==> config.mk <==
export PLATFORM = sky130hd
export DESIGN_NAME = uart_out_dev
export DESIGN_NICKNAME = d
export VERILOG_FILES = /design/src/rtl/mano_io_pkg.sv /design/src/rtl/uart_baud_tick.sv /design/src/rtl/uart_out_dev.sv
export SDC_FILE = /design/constraint.sdc
export NUM_CORES = 1
export LEC_CHECK = 0
export CAP_MARGIN = 25
export CORE_MARGIN = 2
export CORE_UTILIZATION = 59
export CTS_CLUSTER_SIZE = 16
export DETAILED_ROUTE_END_ITERATION = 12
export GPL_ROUTABILITY_DRIVEN = 0
export GPL_TIMING_DRIVEN = 0
export PLACE_DENSITY_LB_ADDON = 0.15
export SYNTH_ARGS = -nofsm -noshare
export SYNTH_HDL_FRONTEND = slang
export SYNTH_HIERARCHICAL = 1
export SYNTH_SLANG_ARGS = --single-unit
export TNS_END_PERCENT = 5
==> constraint.sdc <==
create_clock -name io_clock -period 4.2 [get_ports io_clock]
set_clock_uncertainty 0.1 [all_clocks]
set_input_delay 0.63 -clock io_clock [delete_from_list [all_inputs] [get_ports io_clock]]
set_output_delay 0.63 -clock io_clock [all_outputs]
set_load 0.02 [all_outputs]
==> src/rtl/mano_io_pkg.sv <==
// =============================================================================
// Module      : mano_io_pkg
// Description : Shared types and constants for the Mano machine serial output.
// Revision    : 1.0 - initial release
// =============================================================================
`default_nettype none

package mano_io_pkg;

    localparam int UART_DATA_BITS = 8;
    localparam int UART_STOP_BITS = 1;

    typedef enum logic [2:0] {
        UART_IDLE     = 3'd0,
        UART_START    = 3'd1,
        UART_DATA     = 3'd2,
        UART_PARITY   = 3'd3,
        UART_STOP     = 3'd4,
        UART_DONE     = 3'd5,
        UART_WAIT_FGO = 3'd6
    } uart_state_t;

endpackage

`default_nettype wire

==> src/rtl/uart_baud_tick.sv <==
// =============================================================================
// Module      : uart_baud_tick
// Description : Bit-period counter; one-cycle tick every CLKS_PER_BIT cycles.
// Revision    : 1.0 - initial release
// =============================================================================
`default_nettype none

module uart_baud_tick #(
    parameter int CLKS_PER_BIT = 868
) (
    input  logic clk,
    input  logic rst,
    input  logic i_clear,
    output logic o_tick
);

    localparam int                 c_CNT_W = $clog2(CLKS_PER_BIT);
    localparam logic [c_CNT_W-1:0] c_LAST  = c_CNT_W'(CLKS_PER_BIT - 1);

    logic [c_CNT_W-1:0] r_count;
    logic               w_last;

    assign w_last = (r_count == c_LAST);
    assign o_tick = w_last && !i_clear;

    always_ff @(posedge clk) begin
        if (rst || i_clear || w_last) begin
            r_count <= '0;
        end else begin
            r_count <= r_count + 1'b1;
        end
    end

endmodule

`default_nettype wire

==> src/rtl/uart_out_dev.sv <==
// =============================================================================
// Module      : uart_out_dev
// Description : Mano OUTR/FGO serial output device; sends each character as a
//               UART frame (8N1, or 8E1 when UART_PARITY_EN is defined).
// Revision    : 1.0 - initial release
// =============================================================================
`default_nettype none

module uart_out_dev
    import mano_io_pkg::*;
#(
    parameter int CLKS_PER_BIT = 868
) (
    input  logic       io_clock,
    input  logic       io_reset,
    input  logic [7:0] io_outr,
    input  logic       io_fgo,
    output logic       io_fgoset,
    output logic       io_txd,
    output logic       io_busy
);

    localparam logic [2:0] c_ST_IDLE     = UART_IDLE;
    localparam logic [2:0] c_ST_START    = UART_START;
    localparam logic [2:0] c_ST_DATA     = UART_DATA;
`ifdef UART_PARITY_EN
    localparam logic [2:0] c_ST_PARITY   = UART_PARITY;
`endif
    localparam logic [2:0] c_ST_STOP     = UART_STOP;
    localparam logic [2:0] c_ST_DONE     = UART_DONE;
    localparam logic [2:0] c_ST_WAIT_FGO = UART_WAIT_FGO;
    localparam logic [2:0] c_LAST_BIT    = 3'(UART_DATA_BITS - 1);

    logic [2:0] r_state;
    logic [7:0] r_shift;
    logic [2:0] r_bit_cnt;
    logic       r_txd;
    logic       r_fgoset;
    logic       r_busy;
`ifdef UART_PARITY_EN
    logic       r_parity;
`endif
    logic       w_clear;
    logic       w_tick;

    // The bit timer only runs while a frame is on the wire.
    assign w_clear = (r_state == c_ST_IDLE) || (r_state == c_ST_DONE) ||
                     (r_state == c_ST_WAIT_FGO);

    uart_baud_tick #(
        .CLKS_PER_BIT (CLKS_PER_BIT)
    ) u_baud_tick (
        .clk     (io_clock),
        .rst     (io_reset),
        .i_clear (w_clear),
        .o_tick  (w_tick)
    );

    always_ff @(posedge io_clock) begin
        if (io_reset) begin
            r_state   <= c_ST_IDLE;
            r_shift   <= '0;
            r_bit_cnt <= '0;
            r_txd     <= 1'b1;
            r_fgoset  <= 1'b0;
            r_busy    <= 1'b0;
`ifdef UART_PARITY_EN
            r_parity  <= 1'b0;
`endif
        end else begin
            // Outputs follow the state one cycle later so they are all registered.
            r_fgoset <= (r_state == c_ST_DONE);
            r_busy   <= (r_state != c_ST_IDLE);
            case (r_state)
                c_ST_START:  r_txd <= 1'b0;
                c_ST_DATA:   r_txd <= r_shift[0];
`ifdef UART_PARITY_EN
                c_ST_PARITY: r_txd <= r_parity;
`endif
                default:     r_txd <= 1'b1;
            endcase

            case (r_state)
                c_ST_IDLE: begin
                    if (!io_fgo) begin
                        r_shift   <= io_outr;
                        r_bit_cnt <= '0;
`ifdef UART_PARITY_EN
                        r_parity  <= 1'b0;
`endif
                        r_state   <= c_ST_START;
                    end
                end
                c_ST_START: begin
                    if (w_tick) begin
                        r_state <= c_ST_DATA;
                    end
                end
                c_ST_DATA: begin
                    if (w_tick) begin
                        r_shift   <= {1'b0, r_shift[7:1]};
                        r_bit_cnt <= r_bit_cnt + 3'd1;
`ifdef UART_PARITY_EN
                        r_parity  <= r_parity ^ r_shift[0];
`endif
                        if (r_bit_cnt == c_LAST_BIT) begin
`ifdef UART_PARITY_EN
                            r_state <= c_ST_PARITY;
`else
                            r_state <= c_ST_STOP;
`endif
                        end
                    end
                end
`ifdef UART_PARITY_EN
                c_ST_PARITY: begin
                    if (w_tick) begin
                        r_state <= c_ST_STOP;
                    end
                end
`endif
                c_ST_STOP: begin
                    if (w_tick) begin
                        r_state <= c_ST_DONE;
                    end
                end
                c_ST_DONE: begin
                    r_state <= c_ST_WAIT_FGO;
                end
                c_ST_WAIT_FGO: begin
                    // A lingering FGO=0 must not start another frame.
                    if (io_fgo) begin
                        r_state <= c_ST_IDLE;
                    end
                end
                default: begin
                    r_state <= c_ST_IDLE;
                end
            endcase
        end
    end

    assign io_txd    = r_txd;
    assign io_fgoset = r_fgoset;
    assign io_busy   = r_busy;

endmodule

`default_nettype wire

==> reports/metrics.json, run 1 <==
{
  "total_leakage_power_nw": 0.536,
  "status": "complete, no violations",
  "count_of_different_cell_masters_after_synthesis": 38,
  "sequential_share_of_the_synthesized_area_pct": 38.8,
  "netlist_instances": 161,
  "clkSinkCount": 27,
  "drt_drc_violations_left": 0,
  "die-height_um": 52.6,
  "fin_setup_tns_ns": 0,
  "layout-drive-gt1-share_pct": 10.7,
  "number_of_antenna_violations_at_the_first_check_in_global_routing": 0,
  "syn_area_um2": 1390,
  "ios": 14,
  "maxCapViolations": 0,
  "core_um2": 2210,
  "grt_max_degree": 17,
  "core.rowCount": 17,
  "place.detailed.instances": 202,
  "numPortBuffers": 13,
  "critical_path_peak_fanout": 10,
  "post-place-ws_ns": 1.64,
  "setup_repair_after_global_routing_missed_its_margin": "false",
  "worst_setup_hold_path_clk_slew_ns": 0.16,
  "synth_seq_cells": 27,
  "cts.root.buffer_cell": "clkbuf_4",
  "cts_resized": 0,
  "finalHoldViolations": 0,
  "firstDrtPassIters": 4,
  "power_density_nw_per_um2": 279,
  "worstMarginPinSlew_ns": 0.790,
  "nNetsFinal": 193,
  "critical_path.startpoint_type": "flip-flop",
  "route.vias.total": 1237,
  "postLayoutCellArea_um2": 1590,
  "cts.repair_timing.setup_buffer_count": 0,
  "period_share_pct": 63.5,
  "dp_hpwl_mm": 2.15,
  "timing.final.crit_period_ns": 2.67,
  "synth.net_count": 175,
  "postPlaceCellArea_um2": 1560,
  "setup-violations-final": 0,
  "routed_via_density": 6.00,
  "drt.antenna.violating_nets": 0,
  "tritoncts": "done",
  "final_cells": 206,
  "initial_cell_density_of_the_core_pct": 62.9,
  "cts-htree-levels": 1,
  "synthesis.area_per_instance_um2": 8.64,
  "max-clock-path-buffers": 2,
  "floorplan.die_area_um2": 2760,
  "clock_insertion_delay_worst_skew_ns": 0.34,
  "worst_setup_slack_final_ns": 1.53,
  "worstPathArrival_ns": 2.82,
  "antenna_cells_inserted": 0,
  "timing_worst_setup_path_type": "reg2reg",
  "final_routed_wire_length_divided_by_cell_count_um": 14.8,
  "drt_first_iter_violations": 37,
  "cp.required_ns": 4.36,
  "worst_setup_path_end_kind": "flip-flop",
  "totalWireLength_mm": 3.05,
  "vias_in_the_first_global_route": 1211,
  "worst_ir_drop_vdd_v": 0.000201,
  "synth-warning-count": 6,
  "first_pass_grt_wire_length_mm": 5.30,
  "relSlewSlack_pct": 47.0,
  "cts-buffers-inserted": 3,
  "number_of_max_slew_violations_in_the_final_report": 0,
  "min_path_type": "reg2reg",
  "grtUsageTotal_pct": 25.8,
  "layout-area-overhead-vs-synth_pct": 14.0,
  "achievable-frequency_mhz": 375,
  "holdBufCountCts": 0,
  "chipWidth_um": 52.6,
  "grt_remaining_overflow": 0,
  "final_core_utilization_pct": 71.7
}
==> final cells by class <==
class                      instances  area, um2
sequential                        27        541
clock buffer                       3       22.5
timing repair buffer              13        130
fill                             190        626
multi-input combinational        118        768
inverter                           5       18.8
tap                               28       35.0
clock inverter                     1       7.51
buffer                            11       63.8
==> synth_stat cells <==
| library cell | n | area [um2] |
|---|---|---|
| o2111ai_1 | 4 | 35.0 |
| and2_1 | 1 | 6.26 |
| ha_1 | 3 | 37.5 |
| or3_1 | 2 | 12.5 |
| dfxtp_1 | 27 | 541 |
| or2_2 | 1 | 6.26 |
| a211oi_1 | 7 | 52.6 |
| xor2_1 | 3 | 26.3 |
| nor2_4 | 1 | 11.3 |
| buf_2 | 6 | 30.0 |
| nand2_1 | 7 | 26.3 |
| nand3_1 | 5 | 25.0 |
| nor2_1 | 15 | 56.3 |
| buf_1 | 1 | 3.75 |
| nand2b_1 | 2 | 12.5 |
| nor3_1 | 2 | 10.0 |
| nand3b_1 | 8 | 60.1 |
| a21oi_1 | 9 | 45.0 |
| o21bai_2 | 1 | 11.3 |
| nand4_1 | 1 | 6.26 |
| a31oi_1 | 9 | 56.3 |
| nand3_2 | 1 | 10.0 |
| o21ai_0 | 6 | 30.0 |
| nor3b_2 | 1 | 12.5 |
| or3b_1 | 1 | 8.76 |
| and3_1 | 1 | 6.26 |
| o211ai_1 | 1 | 7.51 |
| xnor2_1 | 3 | 26.3 |
| and4_2 | 1 | 10.0 |
| nor4b_1 | 1 | 8.76 |
| clkbuf_1 | 2 | 7.51 |
| o31ai_1 | 11 | 82.6 |
| a22oi_1 | 1 | 7.51 |
| or2_4 | 1 | 8.76 |
| inv_1 | 5 | 18.8 |
| nor2b_1 | 7 | 43.8 |
| buf_6 | 2 | 22.5 |
| a221oi_1 | 1 | 8.76 |
==> worst max-delay path, stage by stage, from the launching register on <==
cell      delay [ns]
dfxtp_1         0.35
buf_2           0.18
buf_2           0.28
xor2_1          0.15
o21ai_0         0.11
nor3_1          0.67
nand2b_1        0.19
buf_2           0.18
a31oi_1         0.12
a211oi_1        0.26
==> sequential cells by signal, summed over array words and instances (netlist names) <==
signal               flops
io_fgoset                1
io_txd                   1
r_bit_cnt                3
r_shift                  8
u_baud_tick/r_count     10
r_state                  3
io_busy                  1
==> cell families (layout without fill, tap and decap cells) <==
| logic type | Yosys count | count (layout) | synth area share [%] |
|---|---|---|---|
| adders and majority gates | 3 | 3 | 2.70 |
| AOI/OAI and AO/OA | 50 | 50 | 24.2 |
| buffers and inverters | 16 | 33 | 5.94 |
| DFF | 27 | 27 | 38.8 |
| and+or+nand+nor | 59 | 59 | 24.6 |
| xor gates and xnor gates | 6 | 6 | 3.78 |
==> layout by cell type (no fill, tap or decap), drive strengths merged, types with 6 or more instances in the layout <==
master and n:
a211oi 7, nor2b 7, nand2 7, clkdlybuf4s50 13
a21oi 9, dfxtp 27, o21ai 6, buf 9
o31ai 11, nand3 6, a31oi 9, nand3b 8
nor2 16
==> final timing paths <==
kind,startpoint,to,slack (ns),cells past startpoint
setup / recovery,r_state[1],r_shift[2],1.53,9
hold / removal,r_shift[7],r_shift[7],0.38,2
setup reg to reg,r_state[1],r_shift[2],1.53,9
hold reg to reg,r_shift[7],r_shift[7],0.38,2
==> stage by stage <==
step                power, mW  hold slack, ns
global route            0.456           0.414
floorplan               0.305           0.330
detailed placement      0.326           0.363
CTS                     0.441           0.383
global placement        0.323           0.343
finish                  0.442           0.384
==> routing by layer <==
layer  GRT usage, %  wire length, um
met5              0                0
met4           10.3               44
met3           2.57               91
met1           33.5             1540
met2           43.8             1380
==> power by group <==
part           switching (mW)  internal, mW
registers             0.00477         0.265
logic                  0.0258        0.0253
clock network          0.0844        0.0366
total                   0.115         0.327
Power figures use the tool's default switching activity.
==> run 2: changes to the inputs <==
CORE_UTILIZATION = 50   (was 59)
clock period = 2.25 ns   (was 4.2 ns; I/O delays follow)
==> run 2 against run 1 <==
Sequential power up 87%. Clock-buffer cell count is the same. Via count is 2.6% higher. Core utilization is 12 points lower. Final area up 2.8%. Clock power rose by 79%. Routed wire length up 0.69%. Total power rose by 85%. Critical path type unchanged. Die area increased by 17%. Cell count rose by 1.9%.
==> reports/metrics.json, run 2 (synthesis gave the netlist of run 1 again) <==
{
  "nNetsFinal": {"value": 194, "change": "+0.52%"},
  "total_leakage_power": {"value": 0.556, "unit": "nW", "change": "+3.7%"},
  "drt.antenna.violating_nets": {"value": 0, "change": "unchanged"},
  "worst_setup_path_end_kind": "flip-flop",
  "clock_insertion_delay_worst_skew": {"value": 0.32, "unit": "ns", "change": "-0.02 ns"},
  "cts.root.buffer_cell": "clkbuf_4",
  "route.vias.total": {"value": 1269, "change": "+2.6%"},
  "worst_setup_slack_final": {"value": 0.152, "unit": "ns", "change": "-1.38 ns"},
  "die-height": {"value": 56.8, "unit": "um", "change": "+8.0%"},
  "final_cells": {"value": 210, "change": "+1.9%"},
  "ios": {"value": 14, "change": "unchanged"},
  "mostFrequentLayoutCell": "dfxtp_1",
  "drt_first_iter_violations": {"value": 37, "change": "unchanged"},
  "drt_drc_violations_left": {"value": 0, "change": "unchanged"},
  "layout-area-overhead-vs-synth_pct": 17.3,
  "crit_path_max_cell_delay": {"value": 0.41, "unit": "ns", "change": "-0.26 ns"},
  "tritoncts": "done",
  "routed_via_density": {"value": 6.04, "change": "+0.63%"},
  "initial_cell_density_of_the_core": {"value": 51.3, "unit": "%", "change": "-12 points"},
  "numPortBuffers": {"value": 13, "change": "unchanged"},
  "postLayoutCellArea": {"value": 1630, "unit": "um2", "change": "+2.8%"},
  "cp.required": {"value": 2.40, "unit": "ns", "change": "-1.96 ns"},
  "critical_path_peak_fanout": {"value": 7, "change": "-3"},
  "holdBufCountCts": {"value": 0, "change": "unchanged"},
  "final_routed_wire_length_divided_by_cell_count": {"value": 14.6, "unit": "um", "change": "-1.2%"},
  "largest_reg_flops": {"value": 10, "change": "unchanged"},
  "maxCapViolations": {"value": 0, "change": "unchanged"},
  "timing.critical_path.max_delay_family": "simple AND/OR/NAND/NOR gates",
  "power_density": {"value": 501, "unit": "nW/um2", "change": "+80%"},
  "number_of_antenna_violations_at_the_first_check_in_global_routing": {"value": 0, "change": "unchanged"},
  "floorplan.die_area": {"value": 3220, "unit": "um2", "change": "+17%"},
  "achievable-frequency": {"value": 477, "unit": "MHz", "change": "+27%"},
  "layout-drive-gt1-share": {"value": 15.1, "unit": "%", "change": "+4.4 points"},
  "clkSinkCount": {"value": 27, "change": "unchanged"},
  "core": {"value": 2710, "unit": "um2", "change": "+23%"},
  "crit_path_cell_chain": "nor4b_2 > nand2_2 > nor3_4 > nand2b_1 > buf_2 > a31oi_1 > a211oi_1",
  "first_pass_grt_wire_length": {"value": 5.18, "unit": "mm", "change": "-2.3%"},
  "period_share": {"value": 93.3, "unit": "%", "change": "+30 points"},
  "grt_max_degree": {"value": 17, "change": "unchanged"},
  "final_core_utilization": {"value": 60.2, "unit": "%", "change": "-12 points"},
  "max-clock-path-buffers": {"value": 2, "change": "unchanged"},
  "timing.critical_path.buf_inv": {"value": 1, "change": "-2"},
  "firstDrtPassIters": {"value": 4, "change": "unchanged"},
  "registers.top_by_ff_count": "u_baud_tick/r_count",
  "min_path_type": "reg2reg",
  "antenna_cells_inserted": {"value": 0, "change": "unchanged"},
  "worstMarginPinSlew": {"value": 0.511, "unit": "ns", "change": "-0.279 ns"},
  "relSlewSlack": {"value": 66.0, "unit": "%", "change": "+19 points"},
  "timing.final.crit_period": {"value": 2.10, "unit": "ns", "change": "-0.569 ns"},
  "cts-buffers-inserted": {"value": 3, "change": "unchanged"},
  "most-common-layout-cells": "dfxtp_1 (25), nor2_1 (15), clkdlybuf4s50_1 (13), o31ai_1 (11)",
  "cts-htree-levels": {"value": 1, "change": "unchanged"},
  "timing_worst_setup_path_type": "reg2reg",
  "dp_hpwl": {"value": 2.17, "unit": "mm", "change": "+0.61%"},
  "status": "complete, no violations",
  "totalWireLength": {"value": 3.07, "unit": "mm", "change": "+0.69%"},
  "number_of_max_slew_violations_in_the_final_report": {"value": 0, "change": "unchanged"},
  "grt_remaining_overflow": {"value": 0, "change": "unchanged"},
  "grtUsageTotal": {"value": 19.7, "unit": "%", "change": "-6.1 points"},
  "core.rowCount": {"value": 19, "change": "+2"},
  "vias_in_the_first_global_route": {"value": 1195, "change": "-1.3%"},
  "postPlaceCellArea": {"value": 1560, "unit": "um2", "change": "+0.24%"},
  "chipWidth": {"value": 56.8, "unit": "um", "change": "+8.0%"},
  "post-place-ws": {"value": -0.246, "unit": "ns", "change": "-1.88 ns"},
  "cpMaxStageDelayCell": "nor4b_2",
  "finalHoldViolations": {"value": 0, "change": "unchanged"},
  "setup-violations-final": {"value": 0, "change": "unchanged"},
  "critical_path.startpoint_type": "flip-flop",
  "worst_ir_drop_vdd": {"value": 0.000308, "unit": "V", "change": "+53%"},
  "worst_setup_hold_path_clk_slew": {"value": 0.16, "unit": "ns", "change": "about the same"},
  "biggestRegsByFlops": "u_baud_tick/r_count (10), r_shift (8)",
  "worstPathArrival": {"value": 2.25, "unit": "ns", "change": "-0.57 ns"},
  "place.detailed.instances": {"value": 205, "change": "+1.5%"}
}
-- run 2: path summary, 6_finish.rpt --
path	from	to	slack [ns]	depth (start not counted)
max	u_baud_tick/r_count[3]	r_shift[2]	0.15	7
max reg2reg	u_baud_tick/r_count[3]	r_shift[2]	0.15	7
min	u_baud_tick/r_count[0]	u_baud_tick/r_count[0]	0.35	1
min reg2reg	u_baud_tick/r_count[0]	u_baud_tick/r_count[0]	0.35	1
-- run 2: area by class of cell --
cell class / count / area [um2]
Inverter: 5 / 18.8
Clock buffer: 3 / 22.5
Timing Repair Buffer: 14 / 138
Sequential cell: 27 / 543
Multi-Input combinational cell: 118 / 793
Tap cell: 31 / 38.8
Fill cell: 249 / 1080
Clock inverter: 1 / 7.51
Buffer: 11 / 70.1
-- run 2: timing repair --
action	4_1_cts	5_1_grt
setup buffers	0	1
endpoints found under the setup margin	14	14
pin swaps	1	1
gates resized for setup	3	9
-- run 2: through the flow --
step	hold WS, ns	total power [mW]	setup TNS, ns
after floorplan	0.330	0.570	0
after global placement	0.342	0.604	-2.12
after detailed placement	0.371	0.609	-2.95
after CTS	0.395	0.820	0
after global routing	0.373	0.851	-0.000509
final	0.346	0.817	0
-- run 2: power breakdown --
group	switching [mW]	internal, mW
sequential	0.00885	0.495
clock	0.149	0.0679
combinational	0.0492	0.0475
total	0.207	0.610
-- run 2: worst register-to-register path, cell delays in order (launching register included) --
cell and delay, ns:
dfxtp_1 0.39, nor4b_2 0.41, nand2_2 0.15, nor3_4 0.31, nand2b_1 0.14, buf_2 0.18, a31oi_1 0.10, a211oi_1 0.24
-- run 2: routing by layer --
metal  global-route usage (%)  vias to the layer above  wire length [um]
li1                         -                      629                 -
met1                     26.1                      610              1510
met2                     34.2                       28              1440
met3                     2.76                        2               106
met4                     3.99                        0                17
met5                        0                        -                 0
==> RTL change 1 (config.mk and constraints of run 2) <==
Register the inputs `io_outr` and `io_fgo` before use. The logic sees them one clock later.
--- a/src/rtl/uart_out_dev.sv
+++ b/src/rtl/uart_out_dev.sv
@@ -32,2 +32,10 @@
     localparam logic [2:0] c_LAST_BIT    = 3'(UART_DATA_BITS - 1);
+
+    logic [7:0] io_outr_q;
+    logic io_fgo_q;
+
+    always_ff @(posedge io_clock) begin
+        io_outr_q <= io_outr;
+        io_fgo_q  <= io_fgo;
+    end
 
@@ -84,4 +92,4 @@
                 c_ST_IDLE: begin
-                    if (!io_fgo) begin
-                        r_shift   <= io_outr;
+                    if (!io_fgo_q) begin
+                        r_shift   <= io_outr_q;
                         r_bit_cnt <= '0;
@@ -131,3 +139,3 @@
                     // A lingering FGO=0 must not start another frame.
-                    if (io_fgo) begin
+                    if (io_fgo_q) begin
                         r_state <= c_ST_IDLE;
Behaviour: not the same (Yosys sat finds a counterexample within 4 cycles, from zero or initial values and one cycle with io_reset high).
==> RTL change 1 against run 2 <==
Synthesized area is 11% higher. Wire length fell by 1.8%. Worst setup slack got worse by 0.028 ns. Sequential cell count up 9. Total power up 59%. Final area rose by 13%. First-iteration DRC count grew 51%.
==> RTL change 1: results <==
{
  "status": "complete, no violations",
  "synth.top_cells.by_area": "sky130_fd_sc_hd__dfxtp_1 (47%), sky130_fd_sc_hd__o31ai_1 (5.4%), sky130_fd_sc_hd__nand3b_1 (3.9%)",
  "ys_top_cells_by_count": "sky130_fd_sc_hd__dfxtp_1 (36), sky130_fd_sc_hd__nor2_1 (14), sky130_fd_sc_hd__o31ai_1 (11), sky130_fd_sc_hd__a21oi_1 (9), sky130_fd_sc_hd__a31oi_1 (9)",
  "tritoncts.num_buffers": 5,
  "synthesized_area_fraction_occupied_by_ao_oa_aoi_and_oai_cells_pct": 20.0,
  "muxShareOfSynthArea_pct": 0.650,
  "detail_route.iter0.violations": 56,
  "dp_hpwl_mm": 2.09,
  "clk-insertion-delay-late_ns": 0.34,
  "fin_hold_ws_ns": 0.326,
  "dp_cells": 212,
  "worstReg2RegStart": "r_state[1]",
  "post_drt_wl_per_cell_um": 13.6,
  "timing.rr.end": "r_bit_cnt[0]",
  "clk_transition_reported_paths_ns": 0.11,
  "synth_seq_area_share_pct": 46.8,
  "synth_fp_nets": 180,
  "hp-class": "in -> reg",
  "synth_area_per_cell_um2": 9.28,
  "post-synth-top-area-fraction_pct": 46.8,
  "via_count_of_the_first_global_routing_pass": 1212,
  "start_point_of_the_worst_hold_path": "io_outr[0]",
  "slowest_delay_ns": 0.39,
  "critical_path.max_fanout": 10,
  "synth-adder-area-share_pct": 2.44,
  "crit_slowest_cell": "sky130_fd_sc_hd__dfxtp_2",
  "ir_drop_mv": 0.416
}
-- RTL change 1: worst reg2reg max path: cells and delay by family (launching register included) --
kind / cells / cell delay (ns)
AO/OA/AOI/OAI: 3 / 0.45
flip-flops: 1 / 0.39
XOR/XNOR: 1 / 0.13
buffers and inverters: 3 / 0.46
AND/OR/NAND/NOR: 2 / 0.47
-- RTL change 1: how the worst max path moves through the flow --
stage / from / to / slack [ns] / cells after the start
detailed placement: u_baud_tick/r_count[3] / r_bit_cnt[0] / -0.05 / 7
global placement: u_baud_tick/r_count[3] / r_shift[4] / 0.006 / 8
floorplan: r_state[1] / r_bit_cnt[0] / 0.28 / 9
CTS: r_state[1] / r_bit_cnt[0] / 0.04 / 9
finish: r_state[1] / r_bit_cnt[0] / 0.12 / 9
global route: r_state[1] / r_bit_cnt[2] / -0.05 / 9
-- RTL change 1: cell families (layout without fill, tap and decap cells) --
| logic type | after synthesis | count (layout) |
|---|---|---|
| compound gates | 47 | 47 |
| xor+xnor | 6 | 6 |
| fa+ha+maj | 3 | 3 |
| buf+inv | 18 | 41 |
| flops | 36 | 36 |
| mux | 1 | 1 |
| simple gates | 55 | 55 |
-- RTL change 1: routing by layer --
metal | track usage (%) | part of all wire (%)
met1 | 27.0 | 50
met2 | 30.0 | 44
met3 | 7.86 | 4.2
met4 | 9.52 | 1.9
met5 | 0 | 0
-- RTL change 1: layout make-up --
cell class	instances	area, um^2
sequential	36	722
buffer	14	96.3
fill	271	1160
multi-input combinational	112	749
inverter	4	15.0
tap	33	41.3
clock inverter	2	35.0
timing repair buffer	15	145
clock buffer	6	41.3
-- RTL change 1: power by group --
part,switching [W],internal (W),total [W]
Clock,0.000212,0.000233,0.000445
Sequential,0.0000160,0.000672,0.000688
Combinational,0.0000880,0.0000827,0.000171
Total,0.000316,0.000987,0.00130
==> RTL change 2 (settings of run 2) <==
Without the edit above. `CLKS_PER_BIT` is set to 868 in 2 places; all go to 434.
--- a/src/rtl/uart_baud_tick.sv
+++ b/src/rtl/uart_baud_tick.sv
@@ -8,3 +8,3 @@
 module uart_baud_tick #(
-    parameter int CLKS_PER_BIT = 868
+    parameter int CLKS_PER_BIT = 434
 ) (
--- a/src/rtl/uart_out_dev.sv
+++ b/src/rtl/uart_out_dev.sv
@@ -11,3 +11,3 @@
 #(
-    parameter int CLKS_PER_BIT = 868
+    parameter int CLKS_PER_BIT = 434
 ) (
Check against the original RTL: same outputs for any inputs over 10 cycles, from zero or initial values and one cycle with io_reset high; that may be too few to reach the edited logic, so the function may still have changed.
==> RTL change 2 against run 2 <==
Highest routed layer unchanged. Critical endpoint is now r_shift[1]. Synthesized area is 3.5% lower. Hold slack better by 0.038 ns. Sequential cell count is 1 lower. Wire length is 5.1% lower. Final area is 1.7% lower. Critical path type unchanged. Maximum frequency is 2.8% lower. Non-clock buffer count is 1 higher. Total power is 4.4% lower. Die area is 3.3% lower. Worst setup slack worse by 0.061 ns. Largest power group unchanged.
==> RTL change 2: results <==
{
  "synth_fp_nets": 167,
  "yosys.cell_types.count": 35,
  "worstHoldPathCells": 2,
  "status": "complete, no violations",
  "synth_xor_xnor_area_share_pct": 2.61,
  "timing.critical_path.arrival_ns": 2.30,
  "route.met2.wl_mm": 1.37,
  "reg.largest.list": "u_baud_tick/r_count: 9 flops, r_shift: 8 flops",
  "global_route.usage.met1_pct": 24.8,
  "antenna_found_initial": 0,
  "groute.layer.met2.usage_pct": 34.9,
  "via_count": 1197,
  "met1Wirelength_mm": 1.41,
  "groute.usage.overall_pct": 20.4,
  "drive_gt1_share_pct": 13.5,
  "ir_drop_mv": 0.340,
  "power_leakage_nw": 0.541,
  "timing.hold.worst_endpoint": "r_shift[7]",
  "setup.worst_path.start": "u_baud_tick/r_count[2]",
  "timing.rr.end": "r_shift[1]",
  "synth.top_cells.by_area": "sky130_fd_sc_hd__dfxtp_1 (39%), sky130_fd_sc_hd__o31ai_1 (6.2%), sky130_fd_sc_hd__a211oi_1 (3.9%)",
  "finish.net_count": 187,
  "synth_seq_area_share_pct": 38.8,
  "slew-limit-headroom_pct": 65.7,
  "slowest_delay_ns": 0.47,
  "routed-wl-met3_um": 97,
  "clk_transition_reported_paths_ns": 0.14,
  "detail_route.iter0.violations": 24,
  "grt_first_pass_wirelength_mm": 5.19,
  "start_point_of_the_worst_hold_path": "r_shift[7]",
  "grt_start_max_net_pins": 14,
  "crit_slowest_cell": "sky130_fd_sc_hd__or3_1",
  "synthesized_area_fraction_occupied_by_ao_oa_aoi_and_oai_cells_pct": 26.3
}
-- RTL change 2: stage by stage --
step | area [um^2] | TNS [ns] | setup WS (ns) | instances | total power [W]
finish | 1600 | 0 | 0.0907 | 200 | 0.000781
global route | 1600 | 0 | 0.00904 | 200 | 0.000808
CTS | 1560 | 0 | 0.0663 | 199 | 0.000789
detailed placement | 1510 | -9.12 | -0.699 | 195 | 0.000591
global placement | 1510 | -7.89 | -0.619 | 195 | 0.000588
floorplan | 1340 | 0 | 0.0514 | 152 | 0.000552
-- RTL change 2: final cells by class --
cell class	instances	area [um^2]
Multi-Input combinational cell	112	781
Fill cell	217	896
Tap cell	30	37.5
Timing Repair Buffer	15	145
Clock buffer	3	22.5
Buffer	11	85.1
Inverter	3	11.3
Sequential cell	26	522
-- RTL change 2: kinds of logic after synthesis --
logic type      count (synthesis)
simple gates                   53
xor+xnor                        4
flops                          26
compound gates                 51
fa+ha+maj                       4
buf+inv                        14
-- RTL change 2: power groups by stage --
stage	Combinational [W]	Sequential (W)	Clock, W
detailed placement	0.0000955	0.000496	0
finish	0.0000977	0.000486	0.000198
global placement	0.0000930	0.000495	0
floorplan	0.0000562	0.000496	0
global route	0.000107	0.000487	0.000214
CTS	0.0000971	0.000486	0.000206
-- RTL change 2: tightest hold or removal path, stage by stage, from the launching register on --
cell	delay, ns
sky130_fd_sc_hd__dfxtp_1	0.33
sky130_fd_sc_hd__o31ai_1	0.06
sky130_fd_sc_hd__a21oi_1	0.06
-- RTL change 2: timing repair --
item | CTS | global route
pin swaps | 1 | 4
gates resized for setup | 4 | 11
buffers inserted | 1 | 1
setup endpoints to repair | 14 | 11
